## config.mk

```make
export PLATFORM = sky130hd
export DESIGN_NAME = decode_hazard_scheduler
export DESIGN_NICKNAME = d
export VERILOG_FILES = /design/src/rtl/decode_hazard_scheduler.sv
export SDC_FILE = /design/constraint.sdc
export NUM_CORES = 1
export LEC_CHECK = 0
export BUFFER_PORTS_ARGS = -buffer_cell sky130_fd_sc_hd__buf_2
export CORE_MARGIN = 2
export CORE_UTILIZATION = 50
export CTS_CLUSTER_SIZE = 8
export DETAILED_ROUTE_END_ITERATION = 10
export GPL_ROUTABILITY_DRIVEN = 0
export PLACE_DENSITY = 0.75
export REMOVE_ABC_BUFFERS = 1
export SYNTH_ARGS = -nofsm -noshare
export SYNTH_HDL_FRONTEND = slang
export SYNTH_SLANG_ARGS = --single-unit
```

## constraint.sdc

```tcl
create_clock -name clock -period 3.4 [get_ports clock]
set_input_delay 0.17 -clock clock [delete_from_list [all_inputs] [get_ports clock]]
set_output_delay 0.17 -clock clock [all_outputs]
set_load 0.005 [all_outputs]
```

## src/rtl/decode_hazard_scheduler.sv

```systemverilog
// Decode-stage issue scheduler: per-register pending-write scoreboard
// plus sequencing of the single shared multiply/divide unit.
module decode_hazard_scheduler #(
    parameter int CNT_W = 2
) (
    input  logic       clock,
    input  logic       reset_n,
    input  logic       dec_valid,
    input  logic [4:0] reg_S1,
    input  logic [4:0] reg_S2,
    input  logic [4:0] reg_D,
    input  logic       uses_s1,
    input  logic       uses_s2,
    input  logic       writes_d,
    input  logic       is_md,
    input  logic       wb_valid,
    input  logic [4:0] wb_reg,
    input  logic       md_done,
    input  logic       flush,
    output logic       issue,
    output logic       stall,
    output logic       md_start,
    output logic       md_busy
);

    typedef enum logic {IDLE, MD_BUSY} state_t;

    localparam logic [CNT_W-1:0] CNT_ONE = CNT_W'(1);
    localparam logic [CNT_W-1:0] CNT_MAX = '1;

    logic [CNT_W-1:0] cnt [32];
    state_t           state_q, state_d;

    logic haz_s1, haz_s2, haz_d, haz_md;

    // A count of exactly one retiring this cycle is forwarded by the regfile
    always_comb begin
        haz_s1 = uses_s1 && (reg_S1 != 5'd0) && (cnt[reg_S1] != '0) &&
                 !((cnt[reg_S1] == CNT_ONE) && wb_valid && (wb_reg == reg_S1));
        haz_s2 = uses_s2 && (reg_S2 != 5'd0) && (cnt[reg_S2] != '0) &&
                 !((cnt[reg_S2] == CNT_ONE) && wb_valid && (wb_reg == reg_S2));
        haz_d  = writes_d && (reg_D != 5'd0) && (cnt[reg_D] == CNT_MAX) &&
                 !(wb_valid && (wb_reg == reg_D));
        haz_md = is_md && (state_q == MD_BUSY) && !md_done;
    end

    assign issue    = dec_valid && !flush && !(haz_s1 || haz_s2 || haz_d || haz_md);
    assign stall    = dec_valid && !issue && !flush;
    assign md_start = issue && is_md;
    assign md_busy  = (state_q == MD_BUSY);

    always_ff @(posedge clock or negedge reset_n) begin
        if (!reset_n) begin
            for (int r = 0; r < 32; r++) cnt[r] <= '0;
        end else if (flush) begin
            for (int r = 0; r < 32; r++) cnt[r] <= '0;
        end else begin
            cnt[0] <= '0;
            for (int r = 1; r < 32; r++) begin
                logic inc, dec;
                inc = issue && writes_d && (reg_D == 5'(r));
                dec = wb_valid && (wb_reg == 5'(r)) && (cnt[r] != '0);
                if (inc && !dec)
                    cnt[r] <= cnt[r] + CNT_ONE;
                else if (dec && !inc)
                    cnt[r] <= cnt[r] - CNT_ONE;
            end
        end
    end

    always_ff @(posedge clock or negedge reset_n) begin
        if (!reset_n)
            state_q <= IDLE;
        else
            state_q <= state_d;
    end

    always_comb begin
        state_d = state_q;
        if (flush) begin
            state_d = IDLE;
        end else begin
            unique case (state_q)
                IDLE:    if (md_start) state_d = MD_BUSY;
                MD_BUSY: if (md_done && !md_start) state_d = IDLE;
                default: state_d = IDLE;
            endcase
        end
    end

endmodule

```

### Word level (Yosys, flattened, before mapping)

Cells that the tools add are included.

* bits in registers: 65
* bits in latches: 0
* bits in writable memories: 0
* memory bits (read-only): 0
* input port bits: 30
* output and inout bits: 4
* logic and storage cells: 564
* memories kept: 0

* $add $sub $neg: 62
* $mul: 0
* div/mod/pow operators: 0
* magnitude comparators: 3
* equal/unequal tests: 68
* shifts and indexed selects: 0
* muxes and demuxes: 76
* bitwise logic cells: 4
* reduce and logical (&&, ||, !) cells: 318

Operators with widths (number)
* logical AND 1 bit: 178
* == test 5 bit (second input constant): 32
* 2-to-1 mux 2 bit: 68
* nonzero test 3 bit: 31
* == test 5 x 4 -> 1 bit (second input constant): 16
* logical NOT 1 bit: 70
* nonzero test 2 bit: 33
* adder 2 x 1 -> 2 bit (second input constant): 31
* 2-to-1 mux 62 bit: 1
* subtractor 2 x 1 -> 2 bit (second input constant): 31
* == test 5 x 3 -> 1 bit (second input constant): 8
* binary-select mux 2 bit (select 5 bit): 3
* == test 5 x 2 -> 1 bit (second input constant): 4
* >= comparator 6 bit (second input constant): 3
* inverter 5 -> 6 bit: 3
* == test 5 bit: 3
* nonzero test 5 bit: 3
* == test 5 x 1 -> 1 bit (second input constant): 2
* == test 2 x 1 -> 1 bit (second input constant): 2
* logical OR 1 bit: 3
* 2-to-1 mux 1 bit: 3
* == test 2 bit (second input constant): 1
* case mux 1 bit (2 select lines): 1
* inverter 1 bit: 1

### Logic depth before layout (Yosys ltp)

* depth after elaboration: 21
* depth in mapped cells: 13
* mapped depth without buffers: 8

### Worst setup path after synthesis

No wires, ideal clock.

* kind: input -> register
* from: input reg_S2[2]
* to: register cnt[32] (netlist name)
* library setup time: 132 ps
* arrival: 2230 ps
* required time: 3268 ps
* slack: 1038 ps
* stages on the path: 11
* buffers on the path: 3
* path through: buf_2 > buf_1 > mux4_2 > nor3b_1 > a21oi_1 > a2bb2oi_2 > o211ai_4 > buf_6 > a2111oi_4 > xor2_1 > nor2_1

* longest elaborated chain between the ends: 19
* elaborated cells on any way between the ends: 27
* those cells by class: eq/ne: 2; mux: 5; bitwise: 1; reduce/logical: 19

Ends and longest elaborated chain
* start, declared: line 10 `input logic [4:0] reg_S2,`
* inverter 5 -> 6 bit (not written as such): line 40, 41
* binary-select mux 2 bit (select 5 bit): line 40, 41
* 2-to-1 mux 2 bit (not written as such) (2 in series): line 40, 41
* == test 2 x 1 -> 1 bit: line 41 `!((cnt[reg_S2] == CNT_ONE) && wb_valid && (wb_reg == reg_S2));`
* logical AND 1 bit (2 in series): line 41
* logical NOT 1 bit: line 41
* logical AND 1 bit (*): line 40 `haz_s2 = uses_s2 && (reg_S2 != 5'd0) && (cnt[reg_S2] != '0) &&`
* logical OR 1 bit (*) (3 in series): line 47 `assign issue = dec_valid && !flush && !(haz_s1 || haz_s2 || haz_d || haz_md);`
* logical NOT 1 bit (*): line 47
* logical AND 1 bit (*): line 47
* logical AND 1 bit (*) (2 in series): line 61 `inc = issue && writes_d && (reg_D == 5'(r));`
* logical AND 1 bit or logical NOT 1 bit (tied branches): line 63, 65
* 2-to-1 mux 2 bit or logical AND 1 bit (tied branches): line 63, 65
* 2-to-1 mux 62 bit or nonzero test 3 bit (tied branches)
* end signal, assigned by index: line 64 `cnt[r] <= cnt[r] + CNT_ONE;`
* end signal, assigned by index: line 66 `cnt[r] <= cnt[r] - CNT_ONE;`
* end, declared: line 31 `logic [CNT_W-1:0] cnt [32];`

Every way passes the cells marked *; elsewhere a longest branch is shown, timed or not. The select of a mux whose other input is x is not followed.
A chain may end at the register's enable or synchronous reset.

### Worst setup path in the final report

* from: register cnt[8] (netlist name)
* to: output stall

* longest elaborated chain between the ends: 16
* elaborated cells on any way between the ends: 34
* those cells by class: eq/ne: 3; mux: 9; reduce/logical: 22

Ends and longest elaborated chain
* binary-select mux 2 bit (select 5 bit), on equally long branches
* 2-to-1 mux 2 bit, on equally long branches (2 in series)
* == test 2 x 1 -> 1 bit, on equally long branches: line 39, 41
* logical AND 1 bit, on equally long branches (2 in series): line 39, 41
* logical NOT 1 bit, on equally long branches: line 39, 41
* logical AND 1 bit, on equally long branches: line 38, 40
* logical OR 1 bit: line 47
* logical OR 1 bit (*) (2 in series): line 47
* logical NOT 1 bit (*): line 47
* logical AND 1 bit (*): line 47
* logical NOT 1 bit (*): line 48 `assign stall = dec_valid && !issue && !flush;`
* logical AND 1 bit (*) (2 in series): line 48
* end, declared: line 21 `output logic stall,`

Marked as above.

==> key figures <==
Routing
  – Routed Antenna Nets: 0
  – First drt pass iteration count: 5
  – WL/cell: 22.2 um
  – Residual DRC count: 0
  – Initial drt markers: 597
  – Via count: 5778
  – Drt via density: 6.90
  – Final wirelength: 18600 um

Timing
  – Fin Hold WS: 0.0307 ns
  – RSZ-0062 raised after global routing: false
  – Worst Max-Slew Pin Slew: 1.08 ns
  – Min Tclk post-route: 3.18 ns
  – # setup viols final: 0
  – Total negative slack: 0 ns
  – Layout Skew: 0.00345 ns
  – Final worst-path cycle share: 0.935
  – Count of pins over their slew limit: 0
  – Post-route setup slack: 0.220 ns
  – Fmax: 0.314 GHz
  – Final hold vios: 0
  – Worst slew margin: 0.278

Power
  – Peak VDD IR: 204 uV
  – Pwr Density: 303 nW/um2
  – Power after layout: 1.96 mW
  – Pleak: 2.23 nW

Synthesis
  – Post-synthesis sequential area ratio: 0.260
  – Post-Synth Simple-Gate Area: 0.240
  – Mux contribution to synthesized area: 0.159
  – Syn_area_per_cell: 8.86 um2
  – Post-Synthesis Cells: 683
  – Post-synthesis cell area: 6050 um2
  – Adder-cell share of the synthesized area: 0
  – Ys flop type: dfrtp_1
  – Post-synth EDFFs: 0
  – Yosys warns: 0
  – Share of the synthesized area in the top cell type: 0.260
  – Synth Area in Compound Gates: 0.243
  – Synth area leaders: dfrtp_1, mux4_2, nor2_1
  – Largest family of logic cells by synthesized area: compound AO/OA/AOI/OAI gates
  – Area leader, netlist: dfrtp_1
  – Xor and xnor area share after synthesis: 0.0391
  – #FFs+latches synth: 63
  – Ys async rst share: 1.00
  – Post-synth cell types: 58

Placement
  – IO Port Bufs: 33
  – Placed inst area: 6200 um2
  – Pre-CTS setup slack: 0.387 ns
  – Placed instance count: 821
  – Final HPWL DP: 13300 um

Min path
  – Worst Hold Class: in -> async

Clock network
  – CTS tree: yes
  – Clk root buf: clkbuf_16
  – CTS Buf Count: 9
  – Post-cts sizing count: 0
  – Hold-fix buffers, CTS: 0
  – Worst-Skew Late Latency: 0.35 ns
  – Htree depth: 3
  – CTS sink cnt: 63
  – Worst-path clk slew: 0.05 ns
  – Post-CTS Setup Repair Bufs: 0
  – Clk buf depth: 2

GRT
  – Vias in the first global route: 5567
  – GRT overflow: 0
  – Initial antenna violation count: 0
  – First-pass GRT wire length: 29700 um
  – Gr usage total: 0.298
  – Largest net degree at the start of global routing: 65

Setup path
  – Critical Path RT: 3.23 ns
  – Setup slack, reg-to-reg: 0.54 ns
  – Crit-path max FO: 44
  – Kind of end point of the critical path: output port
  – Critical Path Source Type: register
  – Worst Path Arrival: 3.01 ns
  – Kind of critical path: reg -> out

Status
  – Outcome: completed

Floorplan
  – Rows: 40
  – Die area: 13000 um2
  – I/O pin total: 34
  – Chip width: 114 um
  – Die height: 114 um
  – Initial Utilization: 0.508
  – Core Area: 11900 um2

Cells and area
  – Layout cells sized above 1: 0.170
  – Post-Layout Cell Count: 837
  – Fin util: 0.544
  – Final instance area: 6470 um2
  – Final #Nets: 715
  – Synth-to-Final Area Change: 6.99%
  – # diodes: 0

Job
  – MaxCap Viol Count: 0
[power by group]
group          switching [mW]  leakage (nW)  internal [mW]
clock network           0.348         0.142          0.527
registers             0.00226         0.880          0.752
logic                   0.238          1.21         0.0932
total                   0.588          2.23           1.37
[worst paths after layout]
path,start,end,cells after the start
worst max-delay path,cnt[8],stall,9
worst min-delay path,reset_n,cnt[5],1
worst max register to register,cnt[8],cnt[38],9
worst min register to register,cnt[17],cnt[17],2
max in group asynchronous,reset_n,cnt[32],2
min in group clock,is_md,md_busy,2
[metal layers]
| metal | wire length, um | GRT usage | share of wire | vias to the layer above |
|---|---|---|---|---|
| met5 | 0 | 0 | 0 | - |
| met4 | 818 | 0.146 | 0.044 | 0 |
| met3 | 1950 | 0.0765 | 0.11 | 74 |
| met2 | 8740 | 0.473 | 0.47 | 332 |
| met1 | 7050 | 0.379 | 0.38 | 2825 |
| li1 | - | - | - | 2547 |
[synth_stat cells (4+ instances only)]
cell / n
nand2_1: 56
nor2_1: 81
a31oi_1: 11
nor3_1: 11
nor4_1: 4
nor2b_1: 9
a2111oi_4: 11
mux2i_1: 13
a31o_1: 10
dfrtp_1: 63
o2111ai_1: 17
o21ai_1: 18
buf_1: 4
and4_1: 6
o21ai_0: 38
nand2b_1: 10
mux4_2: 35
a21oi_1: 52
and2_1: 33
o211ai_1: 5
nor3b_1: 29
nand4_1: 14
xor2_1: 24
buf_2: 19
nand3_1: 22
o21bai_1: 7
inv_1: 15
buf_6: 7
clkbuf_1: 18
[kinds of logic (layout without fill, tap and decap cells)]
family,count (synthesis),after routing
buf+inv,67,74
compound gates,192,192
xor+xnor,27,27
simple gates,282,282
flops,63,63
mux,52,52
[sequential cells by signal (all words and copies together) (netlist names)]
signal and flops:
cnt 62, md_busy 1
[critical path, cell delays in order, from the launching register on]
cell     delay [ns]
dfrtp_1        0.44
nand3_1        0.09
o21ai_1        0.11
mux4_2         0.51
a221o_1        0.35
a21o_4         0.31
nand2_1        0.13
buf_4          0.39
a21oi_1        0.13
buf_2          0.15
[area by class of cell]
| cell class | count | area [um2] |
|---|---|---|
| Multi-Input combinational cell | 553 | 4130 |
| Clock inverter | 4 | 20.0 |
| Fill cell | 1080 | 5440 |
| Timing Repair Buffer | 43 | 253 |
| Tap cell | 147 | 184 |
| Sequential cell | 63 | 1580 |
| Clock buffer | 12 | 256 |
| Inverter | 15 | 56.3 |
[layout by cell type (no fill, tap or decap), drive strengths merged, types with 12 or more instances in the layout]
cell and n:
a2111oi 13, a21oi 53, and2 33, buf 43
clkbuf 12, dfrtp 63, inv 15, mux2i 13
mux4 35, nand2 56, nand3 22, nand4 14
nor2 82, nor3 12, nor3b 29, o2111ai 17
o21ai 56, xor2 24
No activity file was read; power rests on OpenSTA's default activity.
